## src/rtl/ram_pkg.sv

```systemverilog
// Shared definitions for the RAM burst sequencer and its RAM.
// Build option RAM_BURST_WRAP_EN: burst addresses wrap modulo DEPTH instead of
// running linearly (and over-length linear bursts being rejected).
package ram_pkg;
  localparam int DATA_W = 8;
  localparam int ADDR_W = 6;
  localparam int DEPTH  = 32;
  localparam int LEN_W  = 6;
  localparam int SUM_W  = ((ADDR_W > LEN_W) ? ADDR_W : LEN_W) + 1;

  typedef enum logic [1:0] {IDLE, WR, RD} state_t;

  typedef struct packed {
    logic              write;
    logic [ADDR_W-1:0] addr;
    logic [LEN_W-1:0]  len;
  } burst_req_t;

  // Next burst address: wraps at the top of the RAM or runs linearly.
  function automatic logic [ADDR_W-1:0] addr_next(input logic [ADDR_W-1:0] ptr);
`ifdef RAM_BURST_WRAP_EN
    return (ptr == ADDR_W'(DEPTH - 1)) ? '0 : ptr + 1'b1;
`else
    return ptr + 1'b1;
`endif
  endfunction

  // A request is illegal if it would touch an address at or above DEPTH.
  function automatic logic req_illegal(input burst_req_t r);
`ifdef RAM_BURST_WRAP_EN
    return (SUM_W'(r.addr) >= SUM_W'(DEPTH)) || (r.len != r.len);
`else
    return (SUM_W'(r.addr) + SUM_W'(r.len)) >= SUM_W'(DEPTH);
`endif
  endfunction
endpackage

```

## src/rtl/ram_burst_ctrl_if.sv

```systemverilog
// Request, beat-stream and RAM-pin bundle for ram_burst_ctrl.
// slave = the controller, master = the host/RAM side.
interface ram_burst_ctrl_if;
  import ram_pkg::*;

  logic              req_valid;
  logic              req_ready;
  logic              req_write;
  logic [ADDR_W-1:0] req_addr;
  logic [LEN_W-1:0]  req_len;
  logic              wr_valid;
  logic              wr_ready;
  logic [DATA_W-1:0] wr_data;
  logic              rd_valid;
  logic              rd_ready;
  logic [DATA_W-1:0] rd_data;
  logic [ADDR_W-1:0] ram_addr;
  logic              ram_we;
  logic [DATA_W-1:0] ram_din;
  logic [DATA_W-1:0] ram_dout;
  logic              busy;
  logic              done;
  logic              err;

  modport slave (
    input  req_valid, req_write, req_addr, req_len, wr_valid, wr_data, rd_ready, ram_dout,
    output req_ready, wr_ready, rd_valid, rd_data, ram_addr, ram_we, ram_din, busy, done, err
  );

  modport master (
    output req_valid, req_write, req_addr, req_len, wr_valid, wr_data, rd_ready, ram_dout,
    input  req_ready, wr_ready, rd_valid, rd_data, ram_addr, ram_we, ram_din, busy, done, err
  );
endinterface

```

## src/rtl/ram_burst_ctrl.sv

```systemverilog
// Burst sequencer in front of the single-port RAM: accepts one write or read
// burst at a time and streams beats to/from the RAM.
// Build option RAM_BURST_WRAP_EN selects wrapping burst addresses
// (see ram_pkg::addr_next / req_illegal).
module ram_burst_ctrl
  import ram_pkg::*;
(
  input  logic           clk,
  input  logic           reset,
  ram_burst_ctrl_if.slave bus
);
  state_t            state_q, state_d;
  logic [ADDR_W-1:0] ptr_q, ptr_d;
  logic [ADDR_W-1:0] last_addr_q, last_addr_d;   // address whose data is on ram_dout
  logic [ADDR_W-1:0] addr_hold_q, addr_hold_d;   // keeps ram_addr steady outside bursts
  logic [LEN_W:0]    beats_q, beats_d;           // WR: beats left; RD: beats left to issue
  logic              rd_valid_q, rd_valid_d;
  logic              done_q, done_d;
  logic              err_q, err_d;
  logic              req_ready_q, req_ready_d;
  logic              wr_ready_q, wr_ready_d;
  logic              busy_q, busy_d;

  logic              ram_we;
  logic [ADDR_W-1:0] ram_addr;
  logic [DATA_W-1:0] ram_din;
  burst_req_t        req;

  assign req = '{write: bus.req_write, addr: bus.req_addr, len: bus.req_len};

  // Next-state, counters and RAM pin drive.
  always_comb begin
    state_d     = state_q;
    ptr_d       = ptr_q;
    last_addr_d = last_addr_q;
    beats_d     = beats_q;
    rd_valid_d  = rd_valid_q;
    done_d      = 1'b0;
    err_d       = 1'b0;
    ram_addr    = addr_hold_q;
    ram_we      = 1'b0;
    ram_din     = '0;
    case (state_q)
      IDLE: begin
        rd_valid_d = 1'b0;
        if (bus.req_valid && req_ready_q) begin
          if (req_illegal(req)) begin
            err_d = 1'b1;                        // consumed, no RAM access
          end else begin
            ptr_d   = req.addr;
            beats_d = {1'b0, req.len} + 1'b1;
            state_d = req.write ? WR : RD;
          end
        end
      end
      WR: begin
        ram_addr = ptr_q;
        ram_din  = bus.wr_data;
        if (bus.wr_valid) begin
          ram_we  = 1'b1;
          ptr_d   = addr_next(ptr_q);
          beats_d = beats_q - 1'b1;
          if (beats_q == 1) begin
            state_d = IDLE;
            done_d  = 1'b1;
          end
        end
      end
      RD: begin
        if (rd_valid_q && !bus.rd_ready) begin
          // Stall: re-register the same address so ram_dout stays put.
          ram_addr = last_addr_q;
        end else if (beats_q != 0) begin
          ram_addr    = ptr_q;
          last_addr_d = ptr_q;
          ptr_d       = addr_next(ptr_q);
          beats_d     = beats_q - 1'b1;
          rd_valid_d  = 1'b1;
        end else begin
          ram_addr   = last_addr_q;
          rd_valid_d = 1'b0;
          if (rd_valid_q) begin                  // final beat taken this cycle
            state_d = IDLE;
            done_d  = 1'b1;
          end
        end
      end
      default: state_d = IDLE;
    endcase
    addr_hold_d = ram_addr;
    req_ready_d = (state_d == IDLE);
    wr_ready_d  = (state_d == WR);
    busy_d      = (state_d != IDLE);
  end

  // State and registered outputs; reset abandons any burst immediately.
  always_ff @(posedge clk or posedge reset) begin
    if (reset) begin
      state_q     <= IDLE;
      ptr_q       <= '0;
      last_addr_q <= '0;
      addr_hold_q <= '0;
      beats_q     <= '0;
      rd_valid_q  <= 1'b0;
      done_q      <= 1'b0;
      err_q       <= 1'b0;
      req_ready_q <= 1'b0;
      wr_ready_q  <= 1'b0;
      busy_q      <= 1'b0;
    end else begin
      state_q     <= state_d;
      ptr_q       <= ptr_d;
      last_addr_q <= last_addr_d;
      addr_hold_q <= addr_hold_d;
      beats_q     <= beats_d;
      rd_valid_q  <= rd_valid_d;
      done_q      <= done_d;
      err_q       <= err_d;
      req_ready_q <= req_ready_d;
      wr_ready_q  <= wr_ready_d;
      busy_q      <= busy_d;
    end
  end

  assign bus.req_ready = req_ready_q;
  assign bus.wr_ready  = wr_ready_q;
  assign bus.rd_valid  = rd_valid_q;
  assign bus.rd_data   = bus.ram_dout;
  assign bus.ram_addr  = ram_addr;
  assign bus.ram_we    = ram_we;
  assign bus.ram_din   = ram_din;
  assign bus.busy      = busy_q;
  assign bus.done      = done_q;
  assign bus.err       = err_q;
endmodule

```

## src/flat_wrapper.sv

```systemverilog
// flat-port wrapper written by rule: the top's interface ports become plain ports
module ram_burst_ctrl_flat import ram_pkg::*;
  (clk, reset, bus_req_valid, bus_req_write, bus_req_addr, bus_req_len, bus_wr_valid, bus_wr_data, bus_rd_ready, bus_ram_dout, bus_req_ready, bus_wr_ready, bus_rd_valid, bus_rd_data, bus_ram_addr, bus_ram_we, bus_ram_din, bus_busy, bus_done, bus_err);
  ram_burst_ctrl_if bus_i ();
  input  logic clk;
  input  logic reset;
  input wire logic [$bits(bus_i.req_valid)-1:0] bus_req_valid;
  input wire logic [$bits(bus_i.req_write)-1:0] bus_req_write;
  input wire logic [$bits(bus_i.req_addr)-1:0] bus_req_addr;
  input wire logic [$bits(bus_i.req_len)-1:0] bus_req_len;
  input wire logic [$bits(bus_i.wr_valid)-1:0] bus_wr_valid;
  input wire logic [$bits(bus_i.wr_data)-1:0] bus_wr_data;
  input wire logic [$bits(bus_i.rd_ready)-1:0] bus_rd_ready;
  input wire logic [$bits(bus_i.ram_dout)-1:0] bus_ram_dout;
  output wire logic [$bits(bus_i.req_ready)-1:0] bus_req_ready;
  output wire logic [$bits(bus_i.wr_ready)-1:0] bus_wr_ready;
  output wire logic [$bits(bus_i.rd_valid)-1:0] bus_rd_valid;
  output wire logic [$bits(bus_i.rd_data)-1:0] bus_rd_data;
  output wire logic [$bits(bus_i.ram_addr)-1:0] bus_ram_addr;
  output wire logic [$bits(bus_i.ram_we)-1:0] bus_ram_we;
  output wire logic [$bits(bus_i.ram_din)-1:0] bus_ram_din;
  output wire logic [$bits(bus_i.busy)-1:0] bus_busy;
  output wire logic [$bits(bus_i.done)-1:0] bus_done;
  output wire logic [$bits(bus_i.err)-1:0] bus_err;
  assign bus_i.req_valid = bus_req_valid;
  assign bus_i.req_write = bus_req_write;
  assign bus_i.req_addr = bus_req_addr;
  assign bus_i.req_len = bus_req_len;
  assign bus_i.wr_valid = bus_wr_valid;
  assign bus_i.wr_data = bus_wr_data;
  assign bus_i.rd_ready = bus_rd_ready;
  assign bus_i.ram_dout = bus_ram_dout;
  assign bus_req_ready = bus_i.req_ready;
  assign bus_wr_ready = bus_i.wr_ready;
  assign bus_rd_valid = bus_i.rd_valid;
  assign bus_rd_data = bus_i.rd_data;
  assign bus_ram_addr = bus_i.ram_addr;
  assign bus_ram_we = bus_i.ram_we;
  assign bus_ram_din = bus_i.ram_din;
  assign bus_busy = bus_i.busy;
  assign bus_done = bus_i.done;
  assign bus_err = bus_i.err;
  ram_burst_ctrl u_core (.clk(clk), .reset(reset), .bus(bus_i));
endmodule
```

## config.mk

```make
export PLATFORM = sky130hd
export DESIGN_NAME = ram_burst_ctrl_flat
export DESIGN_NICKNAME = d
export VERILOG_FILES = /design/src/rtl/ram_pkg.sv /design/src/rtl/ram_burst_ctrl_if.sv /design/src/rtl/ram_burst_ctrl.sv /design/src/flat_wrapper.sv
export SDC_FILE = /design/constraint.sdc
export NUM_CORES = 1
export LEC_CHECK = 0
export ABC_AREA = 1
export BUFFER_PORTS_ARGS = -buffer_cell sky130_fd_sc_hd__buf_2
export CAP_MARGIN = 20
export CORE_UTILIZATION = 30
export DETAILED_ROUTE_END_ITERATION = 7
export GPL_TIMING_DRIVEN = 1
export PLACE_DENSITY = 0.6
export SLEW_MARGIN = 5
export SYNTH_ARGS = -nofsm -noshare
export SYNTH_HDL_FRONTEND = slang
export SYNTH_SLANG_ARGS = --single-unit
```

## constraint.sdc

```tcl
create_clock -name clk -period 1.8 [get_ports clk]
set_input_delay 0.09 -clock clk [delete_from_list [all_inputs] [get_ports clk]]
set_output_delay 0.09 -clock clk [all_outputs]
set_load 0.01 [all_outputs]
```

## After elaboration in Yosys (flattened, before gate mapping)

Cells that the tools add are included.

- Bitwise logic cells: 0
- Shifts and indexed selects: 0
- Multiply operators: 0
- Magnitude comparators: 1
- Muxes and demuxes: 39
- Reductions and logical operators: 11
- Add/sub/neg operators: 4
- Equal/unequal tests: 9
- Divide/modulo/power cells: 0

Operators with widths:

| cell | count |
|---|---|
| 6-bit 2-to-1 mux | 7 |
| 7-bit 2-to-1 mux | 5 |
| 7-bit case mux with 3 select lines | 1 |
| 6-bit case mux with 3 select lines | 1 |
| 2-bit 2-to-1 mux | 8 |
| 1-bit 2-to-1 mux | 12 |
| 6-bit case mux with 2 select lines | 1 |
| 8-bit 2-to-1 mux | 1 |
| 6-bit by 1-bit adder with 7-bit output (second input constant) | 1 |
| 6-bit by 6-bit adder with 7-bit output | 1 |
| 7-bit by 1-bit equality test with 1-bit output (second input constant) | 1 |
| 7-bit by 6-bit >= comparator with 1-bit output (second input constant) | 1 |
| 7-bit nonzero test | 1 |
| 7-bit by 1-bit subtractor with 7-bit output (second input constant) | 1 |
| 6-bit by 1-bit adder with 6-bit output (second input constant) | 1 |
| 2-bit inequality test (second input constant) | 3 |
| 2-bit case mux with 3 select lines | 1 |
| 6-bit AND reduction | 1 |
| 2-bit by 1-bit equality test with 1-bit output (second input constant) | 2 |
| 2-bit zero test | 2 |
| 2-bit by 1-bit inequality test with 1-bit output (second input constant) | 2 |
| 1-bit case mux with 2 select lines | 2 |
| 2-bit nonzero test | 2 |
| 3-bit nonzero test | 1 |
| 4 further kinds | 5 |

- Bits in latches: 0
- Memory bits (read-only): 0
- Bits in writable memories: 0
- Memories: 0
- Output and inout bits: 29
- Register bits: 33
- Input bits: 34
- Word-level logic and storage cells: 75

## Logic depth before layout (Yosys ltp)

Gate-level depths: netlist of run 1.

- Depth after elaboration: 6
- Depth in mapped cells: 12
- Depth with buffers taken out: 12

## Least setup slack after synthesis of run 1

Ideal clock, no wire load.

- Kind: register to register
- Start: register u_core.state_q[0]
- End: register u_core.addr_hold_q[0]
- Stages on the path, launching flop included: 8
- Buffers on the path: 2
- Clock period less this slack: 1.725 ns
- Required time: 1.678 ns
- Path slack: 0.075 ns
- Data arrival time: 1.603 ns
- Setup time: 0.122 ns
- Cell sequence: dfrtp_1 > inv_1 > ha_1 > clkbuf_1 > inv_1 > clkbuf_1 > a21oi_1 > a21oi_1

- Word-level cells in the longest chain between the ends: 2
- Elaborated cells between the ends (all ways): 3
- Those cells by class: eq/ne (2); mux (1)

RTL lines:

| element | RTL line | RTL |
|---|---|---|
| start: declaration | ram_burst_ctrl.sv:12 | `state_t state_q, state_d;` |
| start signal: assignment | ram_burst_ctrl.sv:111 | `state_q <= state_d;` |
| 2-bit equality test or 2-bit by 1-bit equality test with 1-bit output (tied branches) | ram_burst_ctrl.sv:43 | `case (state_q)` |
| 6-bit case mux with 2 select lines (*) | ram_burst_ctrl.sv:43 |  |
| net bus_ram_addr[0] | flat_wrapper.sv:19 | `output wire logic [$bits(bus_i.ram_addr)-1:0] bus_ram_addr;` |
| end signal: assignment | ram_burst_ctrl.sv:114 | `addr_hold_q <= addr_hold_d;` |
| end: declaration | ram_burst_ctrl.sv:15 | `logic [ADDR_W-1:0] addr_hold_q, addr_hold_d;` |

The timed path passes the listed nets; every way through them passes the cells marked *.
A chain may end at the register's enable or synchronous reset.

## Worst setup path in the final report of run 1

- Start: register u_core.beats_q[2]
- End: output bus_ram_addr[4]

- Word-level cells in the longest chain between the ends: 4

RTL lines:

| element | RTL line | RTL |
|---|---|---|
| start: declaration | ram_burst_ctrl.sv:16 | `logic [LEN_W:0] beats_q, beats_d;` |
| start signal: assignment | ram_burst_ctrl.sv:115 | `beats_q <= beats_d;` |
| 7-bit nonzero test | ram_burst_ctrl.sv:73 | `end else if (beats_q != 0) begin` |
| 6-bit 2-to-1 mux (2 in series) | n/a |  |
| 6-bit case mux with 2 select lines | ram_burst_ctrl.sv:43 |  |
| end: declaration | flat_wrapper.sv:19 |  |

Every way passes these cells.

==> qor_table.md, run 1 <==
| Quantity | This run | Unit |
|:---|:---|:---|
| Area taken by flip-flops and latches | 826 | um2 |
| Setup slack, reg-to-reg | 0.16 | ns |
| Hold-critical path depth | 3 | - |
| Number of port buffers | 46 | - |
| Count of TritonRoute iterations in the first routing pass | 4 | - |
| Via density | 4.55 | - |
| Clock-pin slew on the worst setup and hold paths | 0.07 | ns |
| Hold Path Origin | bus_req_valid | - |
| Max-slew violation total from the final report | 0 | - |
| Critical path capture point type | primary output | - |
| Number of DRC markers in iteration 0 | 68 | - |
| CTS buffer count | 5 | - |
| Worst Setup Path Type | reg2out | - |
| Die span in y | 88.4 | um |
| Worst Skew | 0.0120 | ns |
| Combined global-route utilization of all metal layers | 0.147 | - |
| Violated checks | setup timing | - |
| Final critical path time including I/O delays and setup | 1.82 | ns |
| Slew headroom | 0.718 | - |
| Power per unit of standard cell area | 1870 | nW/um2 |
| Post-synthesis adder-cell area fraction | 0.0872 | - |
| Maximum clock frequency | 549 | MHz |
| Max-cap violation count | 0 | - |
| Terminus of the critical flop-to-flop path | u_core.ptr_q[1] | - |
| Average detailed-routed wire length per instance | 11.8 | um |
| Diode insertion count for antenna repair | 0 | - |
| Largest driver fanout on the critical path | 7 | - |
| Multi-input combinational cell area | 1230 | um2 |
| Clock sinks | 33 | - |
| Sequential fraction of the synthesis area | 0.369 | - |
| Distinct cells, synth | 33 | - |
| Effective utilization at floorplan | 0.310 | - |
| Share of the clock period used by the worst path | 1.01 | - |
| Data required time of the critical path | 1.71 | ns |
| Via count of the first global-routing pass | 1921 | - |
| Initial antenna violation count | 0 | - |
| Finished layout cell area | 2940 | um2 |
| Count of pins on the block boundary | 63 | - |
| Cell accounting for the most synthesized area | sky130_fd_sc_hd__dfrtp_1 | - |
| DRC | 0 | - |
| RR Startpoint | u_core.beats_q[1] | - |
| Layout Nets | 412 | - |
| Worst slew pin tran | 0.424 | ns |
| First-pass GRT wire length | 8830 | um |
| Final setup violation count | 5 | - |
| DP Wirelength | 3940 | um |
| Area of the core region | 7210 | um2 |
| Total number of vias | 2105 | - |
| Synth Area in Compound Gates | 0.156 | - |
| Post-synthesis net count | 347 | - |
| Fraction of layout instances using a drive strength above 1 | 0.316 | - |
| Area overhead of the layout relative to synthesis | 31.4 | % |
| Fraction of synthesized area in multiplexers | 0 | - |
| Final estimated routing congestion in global placement | 0.783 | - |
| Main combinational cell family by area after synthesis | simple AND/OR/NAND/NOR gates | - |
| Area share of xor/xnor cells in the synthesized design | 0.0235 | - |
| Total die area | 7810 | um2 |
| Placed instance count | 439 | - |
| Largest voltage drop on the vdd net | 0.636 | mV |
| Mean post-synth cell area | 7.51 | um2 |
| Netlist area before placement | 2240 | um2 |
| Drt total wl | 5450 | um |
| Final ANT Viol Nets | 0 | - |
| Static leakage | 0.00156 | uW |
| Count of state elements after synthesis | 33 | - |
| Dpl cell area | 2590 | um2 |
| Crit path setup slack, layout | -0.0231 | ns |
| Cells taking the most area after synthesis | sky130_fd_sc_hd__dfrtp_1 (37%), sky130_fd_sc_hd__nand2_1 (13%), sky130_fd_sc_hd__ha_1 (7.8%), sky130_fd_sc_hd__inv_1 (7.2%), sky130_fd_sc_hd__o21ai_0 (4.3%) | - |
| Fill cell total of the finished layout | 743 | - |
| Simple-gate portion of the synthesized area | 0.233 | - |
| Number of instances in the synthesized netlist | 298 | - |
| Total number of H-tree levels | 2 | - |
| Result of the run | finished with violations | - |
| Core Rows | 31 | - |
| Die extent in x | 88.4 | um |
| Worst skew pair latency | 0.29 | ns |
| Total congestion overflow after global routing | 0 | - |
| Number of warnings reported in the yosys synthesis log | 0 | - |
| Share of the core filled with cells | 0.407 | - |
| CTS Root Cell | sky130_fd_sc_hd__clkbuf_8 | - |
| Portion of synthesized cell area occupied by the leading cell type | 0.369 | - |
| Number of non-filler instances in the completed layout | 463 | - |
| Final Hold Viols | 0 | - |
| Clock buffer depth | 2 | - |
| Number of cells on the worst reg-to-reg path | 12 | - |
| Arrival @ worst endpoint | 1.73 | ns |
| Pin count of the biggest net entering global routing | 34 | - |
| Unrepaired setup endpoints after global routing | yes | - |
| CTS tree | done | - |
| Setup crit start kind | register | - |
| Class of the tightest hold or removal check | in2reg | - |
| Min-Delay Endpoint | u_core.bus.err | - |
[sequential cells by signal, indices dropped and copies added (netlist names)]
name,count
u_core.bus.rd_valid,1
u_core.bus.err,1
u_core.bus.done,1
u_core.bus.req_ready,1
u_core.addr_hold_q,6
u_core.bus.busy,1
u_core.state_q,2
u_core.last_addr_q,6
u_core.beats_q,7
u_core.bus.wr_ready,1
u_core.ptr_q,6
[worst max path at each step]
| stage | endpoint | slack [ns] | depth (start not counted) | start |
|---|---|---|---|---|
| 6_report | bus_ram_addr[4] | -0.02 | 8 | u_core.beats_q[2] |
| 5_1_grt | bus_ram_addr[1] | -0.16 | 9 | u_core.beats_q[0] |
| 4_1_cts | bus_ram_addr[5] | -0.13 | 9 | u_core.beats_q[1] |
| 3_5_place_dp | u_core.ptr_q[4] | -0.07 | 12 | bus_req_len[0] |
| 3_3_place_gp | u_core.bus.busy | -0.01 | 13 | bus_req_len[0] |
| 2_1_floorplan | u_core.addr_hold_q[0] | 0.07 | 7 | u_core.state_q[0] |
[synthesized netlist by cell type (all sizes together)]
master  number
a22o         1
dfrtp       33
nand4        4
o21ai       28
nand3       14
inv         45
nand2       79
xor2         4
xnor2        2
fa           1
ha          14
o31ai        1
nor3         4
a21oi       18
nor2        21
o211ai       6
o21bai       1
o22ai        1
nor4         1
buf         12
a31oi        1
clkbuf       7
[critical path, cell delays in order (launching register included)]
cell and delay [ns]:
sky130_fd_sc_hd__dfrtp_1 0.45, sky130_fd_sc_hd__nor2_4 0.17, sky130_fd_sc_hd__nand2_4 0.07, sky130_fd_sc_hd__inv_4 0.06, sky130_fd_sc_hd__nand3_4 0.09, sky130_fd_sc_hd__nand2_4 0.13
sky130_fd_sc_hd__o211ai_1 0.14, sky130_fd_sc_hd__a21oi_2 0.18, sky130_fd_sc_hd__buf_2 0.15
[report_power, final]
group	total, uW	switching, uW	leakage, uW	internal [uW]
combinational	3450	1980	0.00110	1460
clock	716	301	0.0000543	415
sequential	1350	244	0.000413	1100
total	5510	2530	0.00156	2980
[cells in the final DEF (no fill, tap or decap), types with 4 or more instances in the layout]
cell type and instances:
sky130_fd_sc_hd__nand2_1 74, sky130_fd_sc_hd__buf_2 46, sky130_fd_sc_hd__inv_1 41, sky130_fd_sc_hd__dfrtp_1 33, sky130_fd_sc_hd__buf_4 28, sky130_fd_sc_hd__o21ai_0 19
sky130_fd_sc_hd__nor2_1 18, sky130_fd_sc_hd__a21oi_1 12, sky130_fd_sc_hd__ha_1 12, sky130_fd_sc_hd__nand3_1 11, sky130_fd_sc_hd__o21ai_2 8, sky130_fd_sc_hd__o211ai_1 6
sky130_fd_sc_hd__a21oi_2 5, sky130_fd_sc_hd__clkbuf_8 5, sky130_fd_sc_hd__nand4_1 4, sky130_fd_sc_hd__nand2_4 4, sky130_fd_sc_hd__nor3_1 4, sky130_fd_sc_hd__xor2_1 4
[layer usage]
| layer | track usage | share of wire | up-vias |
|---|---|---|---|
| met2 | 0.241 | 0.45 | 65 |
| met1 | 0.198 | 0.48 | 957 |
| li1 | - | - | 1076 |
| met3 | 0.0196 | 0.053 | 7 |
| met5 | 0 | 0 | - |
| met4 | 0.0499 | 0.014 | 0 |
[stage by stage]
stage | power, uW | setup WS, ns | hold slack [ns] | TNS [ns]
after global placement | 4160 | -0.0106 | 0.180 | -0.0106
final | 5510 | -0.0231 | 0.0672 | -0.0433
after detailed placement | 4230 | -0.0672 | 0.180 | -0.556
after global routing | 6010 | -0.156 | 0.109 | -0.759
after CTS | 5210 | -0.126 | 0.0604 | -0.742
after floorplan | 3360 | 0.0745 | 0.219 | 0
[cell families after synthesis]
| logic type | after synthesis |
|---|---|
| xor gates and xnor gates | 6 |
| DFF | 33 |
| buffers and inverters | 64 |
| AOI/OAI and AO/OA | 57 |
| adders and majority gates | 15 |
| and+or+nand+nor | 123 |
[what timing repair did]
item                                   CTS  global route
pin swaps                                9            14
endpoints found under the hold margin   33             0
setup buffers                           10             6
hold buffers                             1             0
setup endpoints to repair                6            24
gates cloned                             1             0
gates resized for setup                  7            19
[layout make-up]
type                    count  area share
clock inverters             3      0.0158
repair buffers             76       0.160
well taps                  99      0.0421
multi-input cells         202       0.418
clock buffers               5      0.0234
flip-flops and latches     33       0.281
inverters                  45      0.0600
Note: power is estimated with default switching activity, not from simulation.
==> run 2, diff against run 1 <==
--- a/config.mk
+++ b/config.mk
@@ -14,3 +14,3 @@
 export PLACE_DENSITY = 0.6
-export SLEW_MARGIN = 5
+export SLEW_MARGIN = 40
 export SYNTH_ARGS = -nofsm -noshare
--- a/constraint.sdc
+++ b/constraint.sdc
@@ -3,2 +3,2 @@
 set_output_delay 0.09 -clock clk [all_outputs]
-set_load 0.01 [all_outputs]
+set_load 0.005 [all_outputs]
==> run 2 against run 1 <==
Compared with the run above:
- the flow still finishes with violations (setup timing)
- via count up 0.67%
- utilization up 0.087 points
- sequential power about the same
- design area up 0.21%
- clock power up 3.6%
- setup slack better by 0.018 ns
- critical path depth up 1
- die area unchanged
- fmax up 1.0%
- register-to-register slack worse by 0.05 ns
- clock-buffer cell count up 1
- cell count up 0.86%
- critical path type unchanged
- largest cell class unchanged
- largest power group unchanged
- highest routed layer unchanged
==> qor_table.md, run 2 (same netlist as run 1, synthesis figures left out) <==
| Quantity | This run | Unit |
|:---|:---|:---|
| Layout Nets | 416 | - |
| Final setup violation count | 2 | - |
| CTS buffer count | 5 | - |
| Via count of the first global-routing pass | 1832 | - |
| Overall power of the completed layout | 5470 | uW |
| Clock buffer depth | 2 | - |
| Maximum clock frequency | 554 | MHz |
| Arrival @ worst endpoint | 1.71 | ns |
| Die span in y | 88.4 | um |
| Combined global-route utilization of all metal layers | 0.142 | - |
| Number of non-filler instances in the completed layout | 467 | - |
| Total number of vias | 2119 | - |
| Slew headroom | 0.723 | - |
| Final ANT Viol Nets | 0 | - |
| Number of DRC markers in iteration 0 | 84 | - |
| First-pass GRT wire length | 8470 | um |
| Count of TritonRoute iterations in the first routing pass | 4 | - |
| Clock sinks | 33 | - |
| Crit path setup slack, layout | -0.00487 | ns |
| Power per unit of standard cell area | 1860 | nW/um2 |
| Largest voltage drop on the vdd net | 0.692 | mV |
| Unrepaired setup endpoints after global routing | yes | - |
| DRC | 0 | - |
| Drt total wl | 5440 | um |
| DP Wirelength | 3850 | um |
| Average detailed-routed wire length per instance | 11.6 | um |
| Commonest non-fill, non-tap cells in the layout | sky130_fd_sc_hd__nand2_1 (75), sky130_fd_sc_hd__buf_2 (46), sky130_fd_sc_hd__inv_1 (40) | - |
| Initial antenna violation count | 0 | - |
| Worst slew pin tran | 0.415 | ns |
| Fraction of layout instances using a drive strength above 1 | 0.321 | - |
| Register containing the most flip-flops in the final layout | u_core.beats_q | - |
| Max-cap violation count | 0 | - |
| Total die area | 7810 | um2 |
| Worst skew pair latency | 0.29 | ns |
| Clock-pin slew on the worst setup and hold paths | 0.07 | ns |
| Worst Skew | 0.00888 | ns |
| Area of the core region | 7210 | um2 |
| Largest driver fanout on the critical path | 7 | - |
| Result of the run | finished with violations | - |
| Total number of H-tree levels | 2 | - |
| Pin count of the biggest net entering global routing | 34 | - |
| Violated checks | setup timing | - |
| Count of pins on the block boundary | 63 | - |
| Die extent in x | 88.4 | um |
| Static leakage | 0.00158 | uW |
| Via density | 4.54 | - |
| Final Hold Viols | 0 | - |
| Number of flip-flops under the largest register name | 7 | - |
| CTS tree | done | - |
| Setup crit start kind | register | - |
| Share of the clock period used by the worst path | 1.00 | - |
| CTS Root Cell | sky130_fd_sc_hd__clkbuf_8 | - |
| Data required time of the critical path | 1.71 | ns |
| Final critical path time including I/O delays and setup | 1.80 | ns |
| Area overhead of the layout relative to synthesis | 31.7 | % |
| Max-slew violation total from the final report | 0 | - |
| Total congestion overflow after global routing | 0 | - |
| Placed instance count | 437 | - |
| Worst Setup Path Type | reg2out | - |
| Class of the tightest hold or removal check | in2reg | - |
| Core Rows | 31 | - |
| Final estimated routing congestion in global placement | 0.781 | - |
| Number of port buffers | 46 | - |
| Effective utilization at floorplan | 0.310 | - |
| Diode insertion count for antenna repair | 0 | - |
| Most common cell after layout, fill and taps aside | sky130_fd_sc_hd__nand2_1 | - |
| Critical path capture point type | primary output | - |
==> run 2: what timing repair did <==
item,CTS,global route
buffers inserted,9,11
hold endpoints to repair,33,0
gates cloned,1,0
endpoints found under the setup margin,6,22
gates resized for setup,8,15
pin swaps,5,13
hold buffers,1,0
==> run 2: worst max-delay path, cell delays in order (launching register included) <==
cell	delay [ns]
sky130_fd_sc_hd__dfrtp_1	0.39
sky130_fd_sc_hd__inv_2	0.09
sky130_fd_sc_hd__ha_4	0.15
sky130_fd_sc_hd__nand2_4	0.05
sky130_fd_sc_hd__inv_4	0.06
sky130_fd_sc_hd__nand3_4	0.09
sky130_fd_sc_hd__nand2_4	0.12
sky130_fd_sc_hd__o211ai_1	0.15
sky130_fd_sc_hd__a21oi_2	0.19
sky130_fd_sc_hd__buf_2	0.13
==> run 2: layout make-up <==
type                    instances  area, um2
fillers                       773       4270
multi-input cells             202       1190
flip-flops and latches         33        828
repair buffers                 80        508
inverters                      45        174
well taps                      99        124
clock buffers                   6       82.6
clock inverters                 2       37.5
==> run 2: layer usage <==
metal,wire length [um],track usage,vias up
met3,296,0.0196,7
met5,0,0,-
met2,2500,0.231,55
met4,80,0.0587,0
met1,2560,0.189,973
li1,-,-,1084
==> run 2: path summary, 6_finish.rpt <==
path / start / end / slack (ns) / cells after the start
min in group asynchronous: reset / u_core.last_addr_q[1] / 0.43 / 4
max: u_core.beats_q[0] / bus_ram_addr[5] / -0.005 / 9
max reg2reg: u_core.beats_q[0] / u_core.bus.busy / 0.11 / 12
max in group asynchronous: reset / u_core.beats_q[2] / 1.05 / 4
min: bus_req_valid / u_core.bus.err / 0.08 / 3
min reg2reg: u_core.last_addr_q[5] / u_core.last_addr_q[5] / 0.53 / 2
==> run 2: report_power, final <==
part	internal (uW)	leakage (uW)	switching [uW]
clock network	450	0.0000574	292
logic	1520	0.00111	1870
registers	1110	0.000410	232
==> run 2: stage by stage <==
stage                util  setup WS [ns]  instance area, um2  hold slack (ns)  setup TNS, ns
detailed placement  0.358        -0.0703                2580            0.180         -0.581
finish              0.408       -0.00487                2950           0.0799       -0.00664
floorplan               -          0.168                2240            0.219              0
global placement    0.358        -0.0187                2580            0.180        -0.0711
CTS                 0.390        -0.0256                2810           0.0744        -0.0256
global route        0.408         -0.111                2950           0.0837         -0.518
